<file path="src/rtl/uart_tx_arb_if.sv">
// Handshake bundle between the byte-stream requesters, the arbiter and the
// UART transmitter write port.
//   req_valid/req_data/req_last : per-requester byte offer (requester i at req_data[i])
//   req_ready                   : per-requester byte accept
//   tx_ready                    : transmitter can take a byte
//   tx_data_reg_wr/tx_data      : one-cycle write strobe and byte to the transmitter
// slave  = arbiter side, master = requester/transmitter side (testbench).
interface uart_tx_arb_if #(parameter int NREQ = 4);
  logic [NREQ-1:0]      req_valid;
  logic [NREQ-1:0][7:0] req_data;
  logic [NREQ-1:0]      req_last;
  logic [NREQ-1:0]      req_ready;
  logic                 tx_ready;
  logic                 tx_data_reg_wr;
  logic [7:0]           tx_data;

  modport slave  (input  req_valid, req_data, req_last, tx_ready,
                  output req_ready, tx_data_reg_wr, tx_data);
  modport master (output req_valid, req_data, req_last, tx_ready,
                  input  req_ready, tx_data_reg_wr, tx_data);
endinterface

</file>
<file path="src/rtl/uart_tx_arb.sv">
// Round-robin arbiter sharing one UART transmitter between NREQ byte streams.
// A grant is held until the requester's last byte (or a lock timeout), so
// packets never interleave. Each accepted byte is written to the transmitter
// with a one-cycle strobe, then HOLD_CYC cycles pass before tx_ready is
// looked at again.
// Ports:
//   ACLK, ARESETn : clock, async active-low reset
//   enable        : permits new grants (a packet in flight always completes)
//   bus           : requester + transmitter handshake (uart_tx_arb_if.slave)
//   grant_id      : current / most recent granted requester
//   busy          : high whenever not idle
//   tmo_evt       : one-cycle pulse when a stalled lock is revoked
module uart_tx_arb #(
  parameter int NREQ     = 4,
  parameter int HOLD_CYC = 2,
  parameter int LOCK_TMO = 255
) (
  input  logic               ACLK,
  input  logic               ARESETn,
  input  logic               enable,
  uart_tx_arb_if.slave       bus,
  output logic [2:0]         grant_id,
  output logic               busy,
  output logic               tmo_evt
);
  localparam int IW = (NREQ > 1) ? $clog2(NREQ) : 1;
  localparam int SW = IW + 1;

  typedef enum logic [1:0] {IDLE, SEND, HOLD} state_t;

  state_t        state_q, state_d;
  logic [IW-1:0] grant_q, grant_d;
  logic [IW-1:0] rr_q, rr_d;
  logic [7:0]    tmo_q, tmo_d;
  logic [3:0]    hold_q, hold_d;
  logic          last_q, last_d;
  logic [7:0]    data_q, data_d;
  logic          wr_q, wr_d;

  logic [IW-1:0] pick;
  logic          pick_vld;
  logic [SW-1:0] slot;

  function automatic logic [IW-1:0] nxt(input logic [IW-1:0] g);
    return (int'(g) == NREQ - 1) ? '0 : g + IW'(1);
  endfunction

  // Scan from the highest offset down so the lowest offset past rr_q wins.
  always_comb begin
    pick_vld = 1'b0;
    pick     = rr_q;
    slot     = '0;
    for (int k = NREQ - 1; k >= 0; k--) begin
      slot = SW'(rr_q) + SW'(k);
      if (slot >= SW'(NREQ)) slot = slot - SW'(NREQ);
      if (bus.req_valid[slot[IW-1:0]]) begin
        pick_vld = 1'b1;
        pick     = slot[IW-1:0];
      end
    end
  end

  always_comb begin
    state_d       = state_q;
    grant_d       = grant_q;
    rr_d          = rr_q;
    tmo_d         = tmo_q;
    hold_d        = hold_q;
    last_d        = last_q;
    data_d        = data_q;
    wr_d          = 1'b0;
    tmo_evt       = 1'b0;
    bus.req_ready = '0;
    unique case (state_q)
      IDLE: begin
        if (enable && pick_vld) begin
          grant_d = pick;
          tmo_d   = '0;
          state_d = SEND;
        end
      end
      SEND: begin
        bus.req_ready[grant_q] = bus.tx_ready;
        // A transfer beats the timeout so an offered-and-accepted byte is
        // never dropped on the revoke cycle.
        if (bus.tx_ready && bus.req_valid[grant_q]) begin
          data_d  = bus.req_data[grant_q];
          last_d  = bus.req_last[grant_q];
          tmo_d   = '0;
          hold_d  = 4'(HOLD_CYC - 1);
          wr_d    = 1'b1;
          state_d = HOLD;
        end else if (tmo_q == 8'(LOCK_TMO)) begin
          tmo_evt = 1'b1;
          rr_d    = nxt(grant_q);
          state_d = IDLE;
        end else if (tmo_q != 8'hFF) begin
          tmo_d = tmo_q + 8'd1;
        end
      end
      HOLD: begin
        if (hold_q == 4'd0) begin
          if (last_q) begin
            rr_d    = nxt(grant_q);
            state_d = IDLE;
          end else begin
            state_d = SEND;
          end
        end else begin
          hold_d = hold_q - 4'd1;
        end
      end
      default: state_d = IDLE;
    endcase
  end

  always_ff @(posedge ACLK or negedge ARESETn) begin
    if (!ARESETn) begin
      state_q <= IDLE;
      grant_q <= '0;
      rr_q    <= '0;
      tmo_q   <= '0;
      hold_q  <= '0;
      last_q  <= 1'b0;
      data_q  <= '0;
      wr_q    <= 1'b0;
    end else begin
      state_q <= state_d;
      grant_q <= grant_d;
      rr_q    <= rr_d;
      tmo_q   <= tmo_d;
      hold_q  <= hold_d;
      last_q  <= last_d;
      data_q  <= data_d;
      wr_q    <= wr_d;
    end
  end

  // Strobe is a flop, so it lands in the first HOLD cycle and is cleared
  // directly by reset.
  assign bus.tx_data_reg_wr = wr_q;
  assign bus.tx_data        = data_q;
  assign grant_id           = 3'(grant_q);
  assign busy               = (state_q != IDLE);
endmodule

</file>
<file path="src/flat_wrapper.sv">
// flat-port wrapper written by rule: the top's interface ports become plain ports
module uart_tx_arb_flat 
#(
  parameter int NREQ     = 4,
  parameter int HOLD_CYC = 2,
  parameter int LOCK_TMO = 255
)
  (ACLK, ARESETn, enable, grant_id, busy, tmo_evt, bus_req_valid, bus_req_data, bus_req_last, bus_tx_ready, bus_req_ready, bus_tx_data_reg_wr, bus_tx_data);
  uart_tx_arb_if #(.NREQ(NREQ)) bus_i ();
  input  logic ACLK;
  input  logic ARESETn;
  input  logic enable;
  output logic [2:0] grant_id;
  output logic busy;
  output logic tmo_evt;
  input wire logic [$bits(bus_i.req_valid)-1:0] bus_req_valid;
  input wire logic [$bits(bus_i.req_data)-1:0] bus_req_data;
  input wire logic [$bits(bus_i.req_last)-1:0] bus_req_last;
  input wire logic [$bits(bus_i.tx_ready)-1:0] bus_tx_ready;
  output wire logic [$bits(bus_i.req_ready)-1:0] bus_req_ready;
  output wire logic [$bits(bus_i.tx_data_reg_wr)-1:0] bus_tx_data_reg_wr;
  output wire logic [$bits(bus_i.tx_data)-1:0] bus_tx_data;
  assign bus_i.req_valid = bus_req_valid;
  assign bus_i.req_data = bus_req_data;
  assign bus_i.req_last = bus_req_last;
  assign bus_i.tx_ready = bus_tx_ready;
  assign bus_req_ready = bus_i.req_ready;
  assign bus_tx_data_reg_wr = bus_i.tx_data_reg_wr;
  assign bus_tx_data = bus_i.tx_data;
  uart_tx_arb #(.NREQ(NREQ), .HOLD_CYC(HOLD_CYC), .LOCK_TMO(LOCK_TMO)) u_core (.ACLK(ACLK), .ARESETn(ARESETn), .enable(enable), .bus(bus_i), .grant_id(grant_id), .busy(busy), .tmo_evt(tmo_evt));
endmodule
</file>
<file path="config.mk">
export PLATFORM = sky130hd
export DESIGN_NAME = uart_tx_arb_flat
export DESIGN_NICKNAME = d
export VERILOG_FILES = /design/src/rtl/uart_tx_arb_if.sv /design/src/rtl/uart_tx_arb.sv /design/src/flat_wrapper.sv
export SDC_FILE = /design/constraint.sdc
export NUM_CORES = 1
export LEC_CHECK = 0
export BUFFER_PORTS_ARGS = -buffer_cell sky130_fd_sc_hd__buf_2
export CAP_MARGIN = 25
export CORE_ASPECT_RATIO = 1.1
export CORE_MARGIN = 8
export CORE_UTILIZATION = 34
export CTS_CLUSTER_DIAMETER = 40
export CTS_CLUSTER_SIZE = 24
export DETAILED_ROUTE_END_ITERATION = 10
export MAX_ROUTING_LAYER = met4
export PLACE_DENSITY = 0.54
export SLEW_MARGIN = 20
export SYNTH_ARGS = -nofsm -noshare
export SYNTH_HDL_FRONTEND = slang
export SYNTH_SLANG_ARGS = --single-unit
</file>
<file path="constraint.sdc">
create_clock -name ACLK -period 5.3 [get_ports ACLK]
set_input_delay 1.06 -clock ACLK [delete_from_list [all_inputs] [get_ports ACLK]]
set_output_delay 1.06 -clock ACLK [all_outputs]
set_load 0.02 [all_outputs]
</file>
==> results of run 1 <==
==> how the worst min path moves through the flow <==
stage	to	slack (ns)
after floorplan	u_core.tmo_q[6]	0.48
after global placement	u_core.bus.tx_data[3]	0.48
after detailed placement	u_core.bus.tx_data[2]	0.49
after CTS	u_core.bus.tx_data[6]	0.52
after global routing	u_core.bus.tx_data[4]	0.54
final	u_core.bus.tx_data[6]	0.52
==> metrics by stage <==
| step | instances | area, um^2 | setup slack, ns |
|---|---|---|---|
| CTS | 312 | 2350 | 2.22 |
| detailed placement | 308 | 2280 | 2.23 |
| finish | 312 | 2350 | 2.24 |
| global route | 312 | 2350 | 2.10 |
| global placement | 308 | 2280 | 2.26 |
| floorplan | 178 | 1930 | 2.25 |
==> power by group through the flow <==
stage          logic [W]  clock network, W  registers (W)
3_3_place_gp    0.000643                 0       0.000386
6_report        0.000638          0.000173       0.000382
3_5_place_dp    0.000647                 0       0.000387
5_1_grt         0.000712          0.000186       0.000403
2_1_floorplan   0.000487                 0       0.000389
4_1_cts         0.000648          0.000179       0.000384
==> registers in the layout, indices dropped and copies added, names as in the netlist <==
signal and count:
u_core.bus.tx_data 8, u_core.bus.tx_data_reg_wr 1, u_core.grant_q 2, u_core.hold_q 4, u_core.last_q 1, u_core.rr_q 2
u_core.state_q 2, u_core.tmo_q 8
==> layer usage <==
| layer | up-vias | global-route usage (%) | share of wire (%) |
|---|---|---|---|
| li1 | 775 | - | - |
| met1 | 754 | 15.2 | 49 |
| met2 | 58 | 17.1 | 45 |
| met3 | 4 | 2.41 | 4.8 |
| met4 | 0 | 4.45 | 1.2 |
| met5 | - | - | 0 |
==> cell families after synthesis <==
logic type	after synthesis
AND/OR/NAND/NOR	50
buffers and inverters	21
other	1
flip-flops	28
AO/OA/AOI/OAI	38
multiplexers	29
adder cells (fa/ha/maj)	11
==> cell type report <==
cell class,instances,area [um^2]
Multi-Input combinational cell,129,1130
Timing Repair Buffer,61,308
Inverter,13,48.8
Tap cell,77,96.3
Fill cell,550,3270
Clock buffer,3,41.3
Sequential cell,28,701
Clock inverter,1,30.0
==> worst reg2reg max path, delay by kind of cell (launching register included) <==
family             cells  cell delay [ns]
DFF                    1             0.79
and+or+nand+nor        1             0.25
AOI/OAI and AO/OA      1             0.20
muxes                  2             0.95
==> cell usage in the layout (no fill, tap or decap), types with 3 or more instances in the layout <==
cell type	instances
inv_1	13
ha_1	11
nand2b_1	3
and3_1	7
a22o_1	3
o21ai_0	8
nand4_1	3
a21oi_1	9
nand3_1	3
nand2_1	9
mux4_2	10
nor2_1	11
mux2i_1	3
dfrtp_1	28
clkbuf_8	3
buf_2	60
mux2_2	13
nor3_1	4
==> flow_summary.json, run 1 <==
{
  "status": "completed",
  "fin_crit_sh_pct": 57.7,
  "die_y_um": 95.1,
  "path_clk_slew_ns": 0.11,
  "nets": 291,
  "holdWs_ns": 0.517,
  "rows": 29,
  "start_util_pct": 34.4,
  "clock_sinks": 28,
  "area_growth_pct": 21.7,
  "h-tree-depth": 1,
  "min_period_ns": 3.06,
  "critical_path.endpoint": "tmo_evt",
  "p_switching_w": 0.000491,
  "synth-async-reset-ratio_pct": 100,
  "synthDistinctLibCells": 47,
  "max-cap-violations": 0,
  "synthTopCellsByArea": "dfrtp_1 36%, mux4_2 12%, mux2_2 7.6%, ha_1 7.1%, inv_1 2.5%",
  "clkLatencyLatePin_ns": 0.28,
  "yosys.area_share.adder_pct": 7.12,
  "grt_max_degree": 29,
  "final_util_pct": 41.8,
  "dieArea_um2": 8360,
  "wl_per_cell_um": 14.4,
  "sw_frac_of_total_pct": 41.2,
  "setup.worst_path.start": "bus_req_valid[3]",
  "io_buffers": 60,
  "required_ns": 4.24,
  "cp_slowest_cell": "mux2i_1",
  "slowest_delay_ns": 0.20,
  "fp.dieW_um": 87.9,
  "comb_power_share_pct": 53.5,
  "synth_nets": 233,
  "root_buffer": "clkbuf_8",
  "synth_warnings": 0,
  "grtUsageTotal_pct": 11.6,
  "r2r_start": "u_core.grant_q[1]",
  "clockBufferDepth": 2,
  "drc_errors": 0,
  "irDropWorstVdd_mv": 0.211,
  "hpwlAfterDp_um": 3460,
  "synth_xor_xnor_area_share_pct": 0,
  "totalPowerFinal_w": 0.00119,
  "whs_path_depth": 1,
  "drtIter0Drc": 101,
  "crit_path_start_kind": "input port",
  "cts_resized": 0,
  "numCtsBuffers": 3,
  "synth_most_common_cell": "dfrtp_1",
  "syn_inst": 178,
  "cts_hold_buffers": 0,
  "drive_gt1_share_pct": 40.4,
  "grt_remaining_overflow": 0,
  "antenna_found_initial": 0,
  "hold_violations": 0,
  "crit_top_cell": "buf_2",
  "yosysTopAreaCell": "dfrtp_1",
  "path_depth": 6,
  "n_antenna_cell": 0,
  "synth_enable_flop_cells": 0,
  "path_cells": "buf_2, mux2i_1, o221ai_2, buf_4, nor2_1, buf_2",
  "r2r_cells": 4,
  "p_per_area_nw_per_um2": 506,
  "grt_pass1_vias": 1678,
  "netlist.area_leader.share_pct": 36.2,
  "fin_worst_skew_ns": 0.0113,
  "r2r_slack_ns": 2.99,
  "viasPerCell": 5.10,
  "r2r_end": "u_core.rr_q[1]",
  "path_max_fanout": 16,
  "postCtsSetupBuffers": 0,
  "grt_pass1_wl_um": 7580,
  "synthSimpleGateAreaFrac_pct": 13.8,
  "worst_pin_slew_ns": 0.798,
  "ys_ff_latch": 28,
  "synth_area_per_cell_um2": 10.9,
  "core_area_um2": 5620,
  "critPathArrivalTime_ns": 2.00,
  "max_freq_mhz": 327,
  "crit_family": "buffers and inverters",
  "worstSetupPathType": "input port to output port",
  "ys_dominant_reg_cell": "dfrtp_1",
  "finalSetupViolations": 0,
  "gp_congestion": 0.835,
  "synth_common_cells": "28 x dfrtp_1, 13 x inv_1, 13 x mux2_2",
  "synth_compound_area_share_pct": 14.6,
  "fin_tns_setup_ns": 0,
  "end_kind": "output port",
  "synth_top_family_by_area": "multiplexers",
  "vias": 1591,
  "synthesis.area_um2": 1930,
  "cts_tree": "built",
  "hp-class": "flop to flop",
  "ant_nets": 0,
  "leakage_nw": 1.12,
  "rsz0062_at_grt": "no",
  "power_frac_clock_pct": 14.5,
  "worstPathBufferInverterCount": 3,
  "seq_power_share_pct": 32.0,
  "final_max_slew_viol_count": 0,
  "seq_area_frac_synth_pct": 36.2,
  "p_int_w": 0.000701,
  "hold_start": "u_core.bus.tx_data[6]",
  "wirelength_um": 4480,
  "synth.mux.area_fraction_pct": 22.6,
  "ios": 62,
  "max_slew_margin_pct": 46.8,
  "dr.pass1.iters": 4
}
No activity file was read; power rests on OpenSTA's default activity.
==> inputs of run 2 (changes only) <==
==> constraint.sdc (replaced) <==
create_clock -name ACLK -period 3 [get_ports ACLK]
set_input_delay 0.6 -clock ACLK [delete_from_list [all_inputs] [get_ports ACLK]]
set_output_delay 0.6 -clock ACLK [all_outputs]
set_load 0.02 [all_outputs]
==> flow_summary.json, run 2 (synthesis results as in run 1) <==
{
  "path_depth": 5,
  "required_ns": 2.40,
  "hpwlAfterDp_um": 3550,
  "drive_gt1_share_pct": 40.9,
  "ant_nets": 0,
  "design_area_um2": 2370,
  "viasPerCell": 5.01,
  "status": "completed",
  "gr-max-usage-layer": "met2",
  "dieArea_um2": 8360,
  "seqCellArea_um2": 701,
  "n_antenna_cell": 0,
  "h-tree-depth": 1,
  "root_buffer": "clkbuf_8",
  "fp.dieW_um": 87.9,
  "cts_hold_buffers": 0,
  "irDropWorstVdd_mv": 0.443,
  "cp_slowest_cell": "dfrtp_1",
  "cts_tree": "built",
  "use_met2_pct": 19.3,
  "cts_resized": 0,
  "grt_remaining_overflow": 0,
  "start_util_pct": 34.4,
  "clkLatencyLatePin_ns": 0.28,
  "max-cap-violations": 0,
  "rows": 29,
  "layout_common_cells": "60 x buf_2, 28 x dfrtp_1, 13 x inv_1, 13 x mux2_2",
  "critPathArrivalTime_ns": 1.57,
  "placed_cells": 310,
  "max_slew_margin_pct": 55.5,
  "core_area_um2": 5620,
  "nets": 293,
  "die_y_um": 95.1,
  "wl_per_cell_um": 14.4,
  "path_cells": "inv_1, ha_1, o221ai_2, nor2_1, buf_2",
  "max_freq_mhz": 460,
  "final_max_slew_viol_count": 0,
  "r2r_cells": 5,
  "r2r_slack_ns": 0.99,
  "drc_errors": 0,
  "grt_util_met1_pct": 14.2,
  "path_clk_slew_ns": 0.11,
  "postCtsSetupBuffers": 0,
  "clockBufferDepth": 2,
  "dr.pass1.iters": 4,
  "final_common_cell": "buf_2",
  "fin_tns_setup_ns": 0,
  "io_buffers": 60,
  "r2r_end": "u_core.rr_q[1]",
  "rsz0062_at_grt": "no",
  "drtIter0Drc": 34,
  "p_per_area_nw_per_um2": 901,
  "vias": 1574,
  "ios": 62,
  "worstPathBufferInverterCount": 2,
  "placedInstanceArea_um2": 2300,
  "grt_util_met3_pct": 3.45,
  "fin_crit_sh_pct": 72.4,
  "finalSetupViolations": 0,
  "wirelength_um": 4510,
  "grtUsageTotal_pct": 12.0,
  "slowest_delay_ns": 0.41,
  "grt_pass1_wl_um": 7820,
  "end_kind": "output port",
  "grt_pass1_vias": 1715,
  "hp-class": "input port to async pin",
  "gp_congestion": 0.769,
  "stdcell_count": 314,
  "numCtsBuffers": 3,
  "n_fill_cell": 556,
  "antenna_found_initial": 0,
  "area_growth_pct": 22.4,
  "holdWs_ns": 0.330,
  "grt_max_degree": 29,
  "leakage_nw": 1.13,
  "crit_path_start_kind": "flop",
  "worstSetupPathType": "flop to output port",
  "crit_family": "flip-flops",
  "min_period_ns": 2.17,
  "hold_violations": 0,
  "multi_input_area_um2": 1130,
  "worst_pin_slew_ns": 0.668,
  "path_max_fanout": 7,
  "fin_worst_skew_ns": 0.00573,
  "clock_sinks": 28,
  "r2r_start": "u_core.grant_q[1]"
}
## run 2: where the power goes
group          switching [W]  internal [W]
Combinational       0.000662      0.000564
Clock               0.000132      0.000179
Sequential         0.0000871      0.000509
## run 2: per-stage QoR
stage          total power, W  util [%]  setup WS, ns
2_1_floorplan         0.00155         -         0.871
3_3_place_gp          0.00184      40.8         0.860
3_5_place_dp          0.00185      40.8         0.835
4_1_cts               0.00217      42.1         0.806
5_1_grt               0.00232      42.1         0.713
6_report              0.00213      42.1         0.828
## run 2: how the worst max path moves through the flow
stage	startpoint	end	slack, ns
after floorplan	bus_req_valid[1]	tmo_evt	0.87
final	u_core.state_q[1]	tmo_evt	0.83
after global routing	u_core.state_q[1]	tmo_evt	0.71
after detailed placement	bus_req_valid[1]	u_core.rr_q[1]	0.84
after CTS	u_core.grant_q[1]	tmo_evt	0.81
after global placement	bus_req_valid[1]	u_core.rr_q[1]	0.86
## run 2: final cells by class
| type | instances | share of cell area (%) |
|---|---|---|
| Clock inverter | 1 | 1.27 |
| Tap cell | 77 | 4.07 |
| Sequential cell | 28 | 29.6 |
| Inverter | 13 | 2.06 |
| Clock buffer | 3 | 1.74 |
| Timing Repair Buffer | 63 | 13.6 |
| Multi-Input combinational cell | 129 | 47.6 |
## run 2: metal layers
| metal | vias to the layer above | share of wire (%) | wire length [um] |
|---|---|---|---|
| li1 | 770 | - | - |
| met1 | 750 | 47 | 2120 |
| met2 | 50 | 46 | 2100 |
| met3 | 4 | 5.6 | 254 |
| met4 | 0 | 0.93 | 42 |
| met5 | - | 0 | 0 |
==> inputs of run 3 (changes only) <==
--- a/config.mk
+++ b/config.mk
@@ -14,7 +14,7 @@
 export CTS_CLUSTER_SIZE = 24
 export DETAILED_ROUTE_END_ITERATION = 10
 export MAX_ROUTING_LAYER = met4
-export PLACE_DENSITY = 0.54
+export PLACE_DENSITY = 0.56
 export SLEW_MARGIN = 20
 export SYNTH_ARGS = -nofsm -noshare
 export SYNTH_HDL_FRONTEND = slang
==> constraint.sdc (replaced) <==
create_clock -name ACLK -period 1.88 [get_ports ACLK]
set_input_delay 0.376 -clock ACLK [delete_from_list [all_inputs] [get_ports ACLK]]
set_output_delay 0.376 -clock ACLK [all_outputs]
set_load 0.02 [all_outputs]
==> flow_summary.json, run 3 (synthesis results as in run 1) <==
{
  "wl_per_cell_um": 14.3,
  "drtIter0Drc": 109,
  "worst_pin_slew_ns": 0.652,
  "vias": 1667,
  "cts_hold_buffers": 0,
  "drc_errors": 0,
  "n_antenna_cell": 0,
  "ant_nets": 0,
  "start_util_pct": 34.4,
  "fin_crit_sh_pct": 97.5,
  "final_common_cell": "buf_2",
  "min_period_ns": 1.83,
  "critPathArrivalTime_ns": 1.46,
  "final_max_slew_viol_count": 0,
  "cp_slowest_cell": "dfrtp_2",
  "max-cap-violations": 0,
  "viasPerCell": 5.02,
  "slowest_delay_ns": 0.45,
  "leakage_nw": 1.23,
  "clockBufferDepth": 2,
  "root_buffer": "clkbuf_8",
  "rows": 29,
  "status": "completed",
  "path_clk_slew_ns": 0.10,
  "grt_pass1_vias": 1759,
  "drive_gt1_share_pct": 49.4,
  "cts_tree": "built",
  "fp.dieW_um": 87.9,
  "hp-class": "input port to async pin",
  "end_kind": "output port",
  "max_slew_margin_pct": 56.5,
  "io_buffers": 60,
  "worstSetupPathType": "flop to output port",
  "path_max_fanout": 7,
  "die_y_um": 95.1,
  "design_area_um2": 2600,
  "dieArea_um2": 8360,
  "grt_remaining_overflow": 0,
  "irDropWorstVdd_mv": 0.744,
  "max_freq_mhz": 546,
  "clkLatencyLatePin_ns": 0.28,
  "nets": 311,
  "rsz0062_at_grt": "yes",
  "grtUsageTotal_pct": 12.6,
  "area_growth_pct": 34.6,
  "h-tree-depth": 1,
  "grt_pass1_wl_um": 8080,
  "antenna_found_initial": 0,
  "grt_max_degree": 29,
  "totalPowerFinal_w": 0.00388,
  "p_per_area_nw_per_um2": 1490,
  "placedInstanceArea_um2": 2400,
  "gp_congestion": 0.857,
  "hold_violations": 0,
  "layout_common_cells": "58 x buf_2, 25 x dfrtp_1, 18 x buf_4",
  "finalSetupViolations": 0,
  "required_ns": 1.50,
  "ios": 62,
  "dr.pass1.iters": 5,
  "n_fill_cell": 524,
  "numCtsBuffers": 3,
  "fin_worst_skew_ns": 0.00253,
  "crit_top_cell": "buf_6",
  "clock_sinks": 28,
  "crit_path_start_kind": "flop",
  "hpwlAfterDp_um": 3690,
  "path_cells": "mux2i_2, o221ai_2, buf_6, nor2_4, buf_6",
  "core_area_um2": 5620,
  "wirelength_um": 4750
}
## run 3: routing by layer
| layer | vias to the layer above | track usage (%) | share of wire [%] |
|---|---|---|---|
| met5 | - | - | 0 |
| met4 | 0 | 5.16 | 1.7 |
| met3 | 8 | 2.93 | 5.6 |
| met2 | 73 | 19.7 | 47 |
| met1 | 775 | 15.2 | 46 |
| li1 | 811 | - | - |
## run 3: critical path, delay by kind of cell, from the launching register on
family	cells	cell delay, ns
compound gates	1	0.12
buf+inv	2	0.27
flops	1	0.45
mux	1	0.26
simple gates	1	0.08
## run 3: cell type report
class | instances | area [um^2] | area share [%]
Multi-Input combinational cell | 129 | 1170 | 45.1
Sequential cell | 28 | 704 | 27.1
Timing Repair Buffer | 81 | 508 | 19.5
Tap cell | 77 | 96.3 | 3.70
Inverter | 13 | 48.8 | 1.87
Clock buffer | 3 | 41.3 | 1.59
Clock inverter | 1 | 30.0 | 1.15
## run 3: path summary, 6_finish.rpt
kind | from | endpoint | slack (ns) | depth (start not counted)
worst max-delay path | u_core.grant_q[1] | tmo_evt | 0.05 | 5
max in group asynchronous | ARESETn | u_core.state_q[0] | 1.31 | 1
worst max register to register | u_core.hold_q[1] | u_core.rr_q[1] | 0.08 | 6
worst min register to register | u_core.bus.tx_data[3] | u_core.bus.tx_data[3] | 0.51 | 1
worst min-delay path | ARESETn | u_core.bus.tx_data[4] | 0.11 | 1
min in group ACLK | u_core.bus.tx_data[3] | u_core.bus.tx_data[3] | 0.51 | 1
## run 3: power breakdown
group	internal, W	total, W	switching (W)
Sequential	0.000820	0.00101	0.000187
Combinational	0.00125	0.00238	0.00114
Clock	0.000286	0.000485	0.000199
## run 3: repair_timing
action,in CTS,in global routing
setup endpoints to repair,5,9
endpoints found under the hold margin,0,0
resized for setup,10,12
buffers inserted,0,8
pin swaps,1,0
## run 3: metrics by stage
step | setup TNS [ns] | setup slack [ns] | hold WS (ns) | std cells | utilization [%]
after floorplan | 0 | 0.0246 | 0.0804 | 178 | -
after global routing | -0.0372 | -0.0320 | 0.160 | 332 | 46.3
after detailed placement | 0 | 0.0216 | 0.456 | 320 | 42.6
after CTS | 0 | 0.00301 | 0.134 | 324 | 44.5
after global placement | 0 | 0.0754 | 0.438 | 320 | 42.6
final | 0 | 0.0478 | 0.109 | 332 | 46.3
